[config.mk]
export PLATFORM = sky130hd
export DESIGN_NAME = fb_write_arbiter
export DESIGN_NICKNAME = d
export VERILOG_FILES = /design/src/rtl/fb_write_arbiter.sv
export SDC_FILE = /design/constraint.sdc
export NUM_CORES = 1
export LEC_CHECK = 0
export ABC_CLOCK_PERIOD_IN_PS = 3720
export CAP_MARGIN = 0
export CORE_AREA = 2 2 117 119
export CTS_CLUSTER_SIZE = 25
export DETAILED_ROUTE_END_ITERATION = 10
export DIE_AREA = 0 0 119 121
export GPL_TIMING_DRIVEN = 0
export PLACE_DENSITY = 0.95
export SYNTH_ARGS = -nofsm -noshare
export SYNTH_HDL_FRONTEND = slang
export SYNTH_SLANG_ARGS = --single-unit
export TNS_END_PERCENT = 100
[constraint.sdc]
create_clock -name clk_sys -period 3.72 [get_ports clk_sys]
set_input_delay 0.558 -clock clk_sys [delete_from_list [all_inputs] [get_ports clk_sys]]
set_output_delay 0.558 -clock clk_sys [all_outputs]
set_load 0.01 [all_outputs]
[src/rtl/fb_write_arbiter.sv]
// ---------------------------------------------------------------------------
// fb_write_arbiter
//
// Shares the single 64-bit framebuffer write port (DDR) between two
// requesters: port 0 = renderer, port 1 = overlay/clear engine. The winning
// write is latched, its address offset by a per-port base, and the DDR
// request/ready handshake is sequenced IDLE -> ISSUE -> COMPLETE -> IDLE.
//
// Ports
//   clk_sys          in   system clock
//   reset_n          in   synchronous reset, active low
//   req0 / req1      in   write request, held until readyN seen low
//   addr0 / addr1    in   28-bit byte address, stable while reqN high
//   data0 / data1    in   64-bit write data, stable while reqN high
//   ready0 / ready1  out  1 = idle/not accepted, 0 = accepted and in flight
//   ddr_addr         out  latched addrN + BASEN (28-bit wrap)
//   ddr_data         out  latched dataN
//   ddr_req          out  DDR write request
//   ddr_ready        in   DDR: low = accepted, back high = complete
//   grant            out  one-hot owner of current transfer, 0 when idle
//   timeout          out  sticky flag, set when the transfer timer hits TIMEOUT
//
// Configuration
//   FB_ARB_ROUND_ROBIN_EN  defined: simultaneous requests alternate ports.
//                          undefined: fixed priority, port 0 wins.
// ---------------------------------------------------------------------------
module fb_write_arbiter #(
    parameter logic [27:0] BASE0   = 28'h0000000,
    parameter logic [27:0] BASE1   = 28'h0060000,
    parameter logic [9:0]  TIMEOUT = 10'd1023
) (
    input  logic        clk_sys,
    input  logic        reset_n,
    input  logic        req0,
    input  logic [27:0] addr0,
    input  logic [63:0] data0,
    output logic        ready0,
    input  logic        req1,
    input  logic [27:0] addr1,
    input  logic [63:0] data1,
    output logic        ready1,
    output logic [27:0] ddr_addr,
    output logic [63:0] ddr_data,
    output logic        ddr_req,
    input  logic        ddr_ready,
    output logic [1:0]  grant,
    output logic        timeout
);

    // Bases are kept 8-byte aligned so a 64-bit beat never straddles a word.
    localparam logic [27:0] L_BASE0 = {BASE0[27:3], 3'b000};
    localparam logic [27:0] L_BASE1 = {BASE1[27:3], 3'b000};

    typedef enum logic [1:0] {
        S_IDLE     = 2'd0,
        S_ISSUE    = 2'd1,
        S_COMPLETE = 2'd2
    } state_t;

    state_t      r_state;
    state_t      w_state_nxt;

    logic        r_ready0,   w_ready0_nxt;
    logic        r_ready1,   w_ready1_nxt;
    logic        r_ddr_req,  w_ddr_req_nxt;
    logic [27:0] r_ddr_addr, w_ddr_addr_nxt;
    logic [63:0] r_ddr_data, w_ddr_data_nxt;
    logic [1:0]  r_grant,    w_grant_nxt;
    logic        r_timeout,  w_timeout_nxt;
    logic [9:0]  r_timer,    w_timer_nxt;

    logic        w_cand0;
    logic        w_cand1;
    logic        w_pick_vld;
    logic        w_pick1;

`ifdef FB_ARB_ROUND_ROBIN_EN
    logic        r_last, w_last_nxt;
`endif

    // A port is only a candidate while its ready is high; this is what keeps
    // a held request from being taken twice for the same write.
    assign w_cand0    = req0 & r_ready0;
    assign w_cand1    = req1 & r_ready1;
    assign w_pick_vld = w_cand0 | w_cand1;

`ifdef FB_ARB_ROUND_ROBIN_EN
    // On a tie, take the port that did not win last time.
    assign w_pick1 = w_cand1 & (~w_cand0 | ~r_last);
`else
    assign w_pick1 = w_cand1 & ~w_cand0;
`endif

    // ---------------- state register ----------------
    always_ff @(posedge clk_sys) begin
        if (!reset_n) begin
            r_state <= S_IDLE;
        end else begin
            r_state <= w_state_nxt;
        end
    end

    // ---------------- next-state logic ----------------
    always_comb begin
        w_state_nxt = r_state;
        case (r_state)
            S_IDLE:     if (w_pick_vld) w_state_nxt = S_ISSUE;
            S_ISSUE:    if (!ddr_ready) w_state_nxt = S_COMPLETE;
            S_COMPLETE: if (ddr_ready)  w_state_nxt = S_IDLE;
            default:    w_state_nxt = S_IDLE;
        endcase
    end

    // ---------------- output / datapath next values ----------------
    always_comb begin
        w_ready0_nxt   = r_ready0;
        w_ready1_nxt   = r_ready1;
        w_ddr_req_nxt  = r_ddr_req;
        w_ddr_addr_nxt = r_ddr_addr;
        w_ddr_data_nxt = r_ddr_data;
        w_grant_nxt    = r_grant;
        w_timeout_nxt  = r_timeout;
        w_timer_nxt    = r_timer;
`ifdef FB_ARB_ROUND_ROBIN_EN
        w_last_nxt     = r_last;
`endif
        case (r_state)
            S_IDLE: begin
                if (w_pick_vld) begin
                    w_ddr_req_nxt = 1'b1;
                    w_timer_nxt   = '0;
`ifdef FB_ARB_ROUND_ROBIN_EN
                    w_last_nxt    = w_pick1;
`endif
                    if (w_pick1) begin
                        w_ddr_addr_nxt = addr1 + L_BASE1;
                        w_ddr_data_nxt = data1;
                        w_grant_nxt    = 2'b10;
                        w_ready1_nxt   = 1'b0;
                    end else begin
                        w_ddr_addr_nxt = addr0 + L_BASE0;
                        w_ddr_data_nxt = data0;
                        w_grant_nxt    = 2'b01;
                        w_ready0_nxt   = 1'b0;
                    end
                end
            end
            S_ISSUE: begin
                if (!ddr_ready) w_ddr_req_nxt = 1'b0;
            end
            S_COMPLETE: begin
                // The non-granted ready is already high, so releasing both
                // only affects the owner.
                if (ddr_ready) begin
                    w_ready0_nxt = 1'b1;
                    w_ready1_nxt = 1'b1;
                    w_grant_nxt  = 2'b00;
                end
            end
            default: begin
                w_ddr_req_nxt = 1'b0;
            end
        endcase

        // Timer runs while a transfer is outstanding and saturates; the flag
        // only reports, the FSM keeps waiting on the DDR side.
        if (r_state == S_ISSUE || r_state == S_COMPLETE) begin
            if (r_timer != 10'h3FF) w_timer_nxt = r_timer + 10'd1;
            if (r_timer == TIMEOUT) w_timeout_nxt = 1'b1;
        end
    end

    // ---------------- output / datapath registers ----------------
    always_ff @(posedge clk_sys) begin
        if (!reset_n) begin
            r_ready0   <= 1'b1;
            r_ready1   <= 1'b1;
            r_ddr_req  <= 1'b0;
            r_ddr_addr <= '0;
            r_ddr_data <= '0;
            r_grant    <= 2'b00;
            r_timeout  <= 1'b0;
            r_timer    <= '0;
`ifdef FB_ARB_ROUND_ROBIN_EN
            r_last     <= 1'b1;
`endif
        end else begin
            r_ready0   <= w_ready0_nxt;
            r_ready1   <= w_ready1_nxt;
            r_ddr_req  <= w_ddr_req_nxt;
            r_ddr_addr <= w_ddr_addr_nxt;
            r_ddr_data <= w_ddr_data_nxt;
            r_grant    <= w_grant_nxt;
            r_timeout  <= w_timeout_nxt;
            r_timer    <= w_timer_nxt;
`ifdef FB_ARB_ROUND_ROBIN_EN
            r_last     <= w_last_nxt;
`endif
        end
    end

    assign ready0   = r_ready0;
    assign ready1   = r_ready1;
    assign ddr_req  = r_ddr_req;
    assign ddr_addr = r_ddr_addr;
    assign ddr_data = r_ddr_data;
    assign grant    = r_grant;
    assign timeout  = r_timeout;

endmodule

==> reports/qor.txt <==
Fin crit period - 2250 ps
Post-DR vias/cell - 5.53
Initial antenna violation count - 0
Synth Area in Adders - 0.0133
Worst-path fanout max - 10
Delay-heaviest family, CP - buffers and inverters
Mapped cell area - 5630 um2
Post-route ant nets - 0
Status - finished clean
Layout cells sized above 1 - 0.142
Crit path capture type - register
Register area share after synthesis - 0.391
Post-cts sizing count - 0
Most numerous cell in the Yosys netlist - nand2_1
Syn_area_per_cell - 8.64 um2
Post-synth ARST share - 0
Gr usage total - 0.279
Slew Viols, Final - 0
Critical Path Start Type - input pin
Slowest CP cell - clkdlybuf4s50_1
Starting Density - 0.430
Simple-Gate Fraction of Synth Area - 0.236
Main combinational cell family by area after synthesis - compound AO/OA/AOI/OAI gates
Fmax - 445 MHz
Max-slew headroom - 0.398
Post-synth EDFFs - 0
Fin Hold WS - 456 ps
RSZ-0062 raised after global routing - no
Clock share of power - 0.151
Final Wtd Congestion - 0.901
Final hold vios - 0
Fin nets - 1,142
HPWL Detailed - 15,500 um
Row count - 42
Crit path DAT - 2480 ps
Largest net degree at the start of global routing - 19
Drt first pass iters - 5
CTS tree - yes
Root buf cell - clkbuf_16
DRC - 0
Chip width - 119 um
Cell taking the most area after synthesis - dfxtp_1
VDD IR-drop max - 385 uV
Warnings from Yosys - 0
First-pass GRT wire length - 31,600 um
Unique cell type count in the Yosys netlist - 55
Post-synthesis compound-gate area fraction - 0.284
Global route overflow - 0
Pwr dens - 694 nW/um2
Setup TNS - 0 ps
I/O pin cnt - 287
Multiplexer area fraction after synthesis - 0.00556
Clk buf depth - 2
CTS Hold Bufs - 0
Max-Cap Viols - 0
CP Class - in2reg
Top cells by count, synth - 181 x nand2_1, 110 x dfxtp_1, 96 x nor2_1
Post-CTS setup repair buffer count - 0
Total CTS buffers - 9
Period utilization - 0.605
Routed WL - 20,700 um
Synth top area share - 0.391
Multi-input logic area - 3090 um2
Clock sink count - 110
XOR/XNOR Fraction of Synth Area - 0.0109
Ant. Diodes - 0
Crit-path max cell delay - 460 ps
Avg WL per Cell - 18.3 um
DR vias - 6,238
Final setup violation count - 0
Buf/Inv on CP - 2
Die area - 14,400 um2
Fillers - 984
Net Sw Frac - 0.399
P_sw - 2.49 mW
Worst path cell trace - clkdlybuf4s50_1, nand2_1, nand2_1, buf_2, o32ai_1, a21oi_1
Worst Skew - 9.84 ps
Die H - 121 um
Placeable Area - 13,100 um2
H-tree levels - 3
Syn nets - 846
Vias in the first global route - 6,074
Ys flop type - dfxtp_1
Lkg Pwr - 3.32 nW
Post-Syn Instances - 651
Area Growth Syn to Fin - 59.7%
Clk Latency, worst-skew pair - 350 ps
Violation count after the first detailed-route iteration - 481
Worst EP required - 3950 ps
Number of synthesized register bits - 110
Clock transition at path regs - 70 ps
Sequential cell area - 2200 um2
Port buffer count - 285
Combinational Power Share - 0.548
Actual slew at the worst max-slew pin - 902 ps
Hold Path Class - reg2reg
Most frequent CP cell - nand2_1
Internal power - 3.74 mW
Flop pwr share - 0.300
Synth top area cells - dfxtp_1 39%, a311oi_2 18%, nand2_1 12%, nor2_1 6.4%, a311oi_1 2.3%
[state kept, by name, summed over array words and instances, names as in the netlist]
name	flops
timeout	1
ddr_data	64
grant	2
ddr_addr	28
r_timer	10
r_state	2
ready0	1
ddr_req	1
ready1	1
[worst min-delay path, delay by kind of cell, from the launching register on]
family / cells / cell delay [ps]
compound gates: 1 / 50
simple gates: 1 / 50
flops: 1 / 310
[path summary, 6_finish.rpt]
check / slack (ps) / to / start / depth (start not counted)
setup reg to reg: 1800 / ddr_addr[26] / ready0 / 5
setup / recovery: 1470 / ddr_addr[26] / req0 / 6
hold reg to reg: 460 / ddr_addr[20] / ddr_addr[20] / 2
hold / removal: 460 / ddr_addr[20] / ddr_addr[20] / 2
[final cells by class]
cell class,count,area share
clock inverter,6,0.00501
buffer,54,0.0338
clock buffer,10,0.0266
tap,176,0.0245
timing repair buffer,285,0.318
inverter,7,0.00292
sequential,110,0.245
multi-input combinational,480,0.344
[logic make-up (layout without fill, tap and decap cells)]
group	count (synthesis)	count (layout)
flops	110	110
xor+xnor	7	7
simple gates	318	318
compound gates	146	146
mux	3	3
buf+inv	61	362
fa+ha+maj	6	6
[power groups by stage]
| stage | clock, mW | combinational [mW] | sequential, mW |
|---|---|---|---|
| floorplan | 0 | 1.69 | 2.06 |
| CTS | 0.951 | 3.41 | 1.87 |
| finish | 0.942 | 3.42 | 1.87 |
| global placement | 0 | 3.33 | 1.87 |
| global route | 1.00 | 3.65 | 1.92 |
| detailed placement | 0 | 3.40 | 1.89 |
[stage by stage]
| step | power [mW] | cell area (um2) | utilization | setup slack [ps] | instances |
|---|---|---|---|---|---|
| 2_1_floorplan | 3.75 | 5630 | - | 2090 | 651 |
| 3_3_place_gp | 5.20 | 8700 | 0.665 | 1190 | 1112 |
| 3_5_place_dp | 5.29 | 8700 | 0.665 | 1110 | 1112 |
| 4_1_cts | 6.24 | 8980 | 0.687 | 1480 | 1128 |
| 5_1_grt | 6.57 | 8980 | 0.687 | 1300 | 1128 |
| 6_report | 6.23 | 8980 | 0.687 | 1470 | 1128 |
[placed cells by master, fill, tap and decap left out, types with 3 or more instances in the layout]
| cell type | n |
|---|---|
| clkbuf_16 | 9 |
| buf_6 | 3 |
| and2_1 | 3 |
| nor2_1 | 96 |
| buf_4 | 14 |
| nor4_1 | 4 |
| dfxtp_1 | 110 |
| a311oi_1 | 15 |
| a311oi_2 | 69 |
| or3_1 | 3 |
| inv_1 | 5 |
| buf_2 | 21 |
| xnor2_1 | 6 |
| o21ai_0 | 10 |
| clkdlybuf4s50_1 | 285 |
| o21a_1 | 3 |
| o221ai_1 | 5 |
| a211oi_1 | 3 |
| nand3_1 | 11 |
| nand2_1 | 181 |
| a21oi_1 | 14 |
| buf_1 | 4 |
| clkinvlp_4 | 3 |
| a31oi_1 | 3 |
| nor3_1 | 3 |
| ha_1 | 6 |
| and4_1 | 3 |
| and3_1 | 4 |
| clkbuf_1 | 12 |
[routing by layer]
metal / up-vias / share of wire / global-route usage
li1: 2917 / - / -
met1: 2957 / 0.40 / 0.332
met2: 312 / 0.49 / 0.483
met3: 52 / 0.079 / 0.0663
met4: 0 / 0.032 / 0.116
met5: - / 0 / 0
No activity file was read; power rests on OpenSTA's default activity.
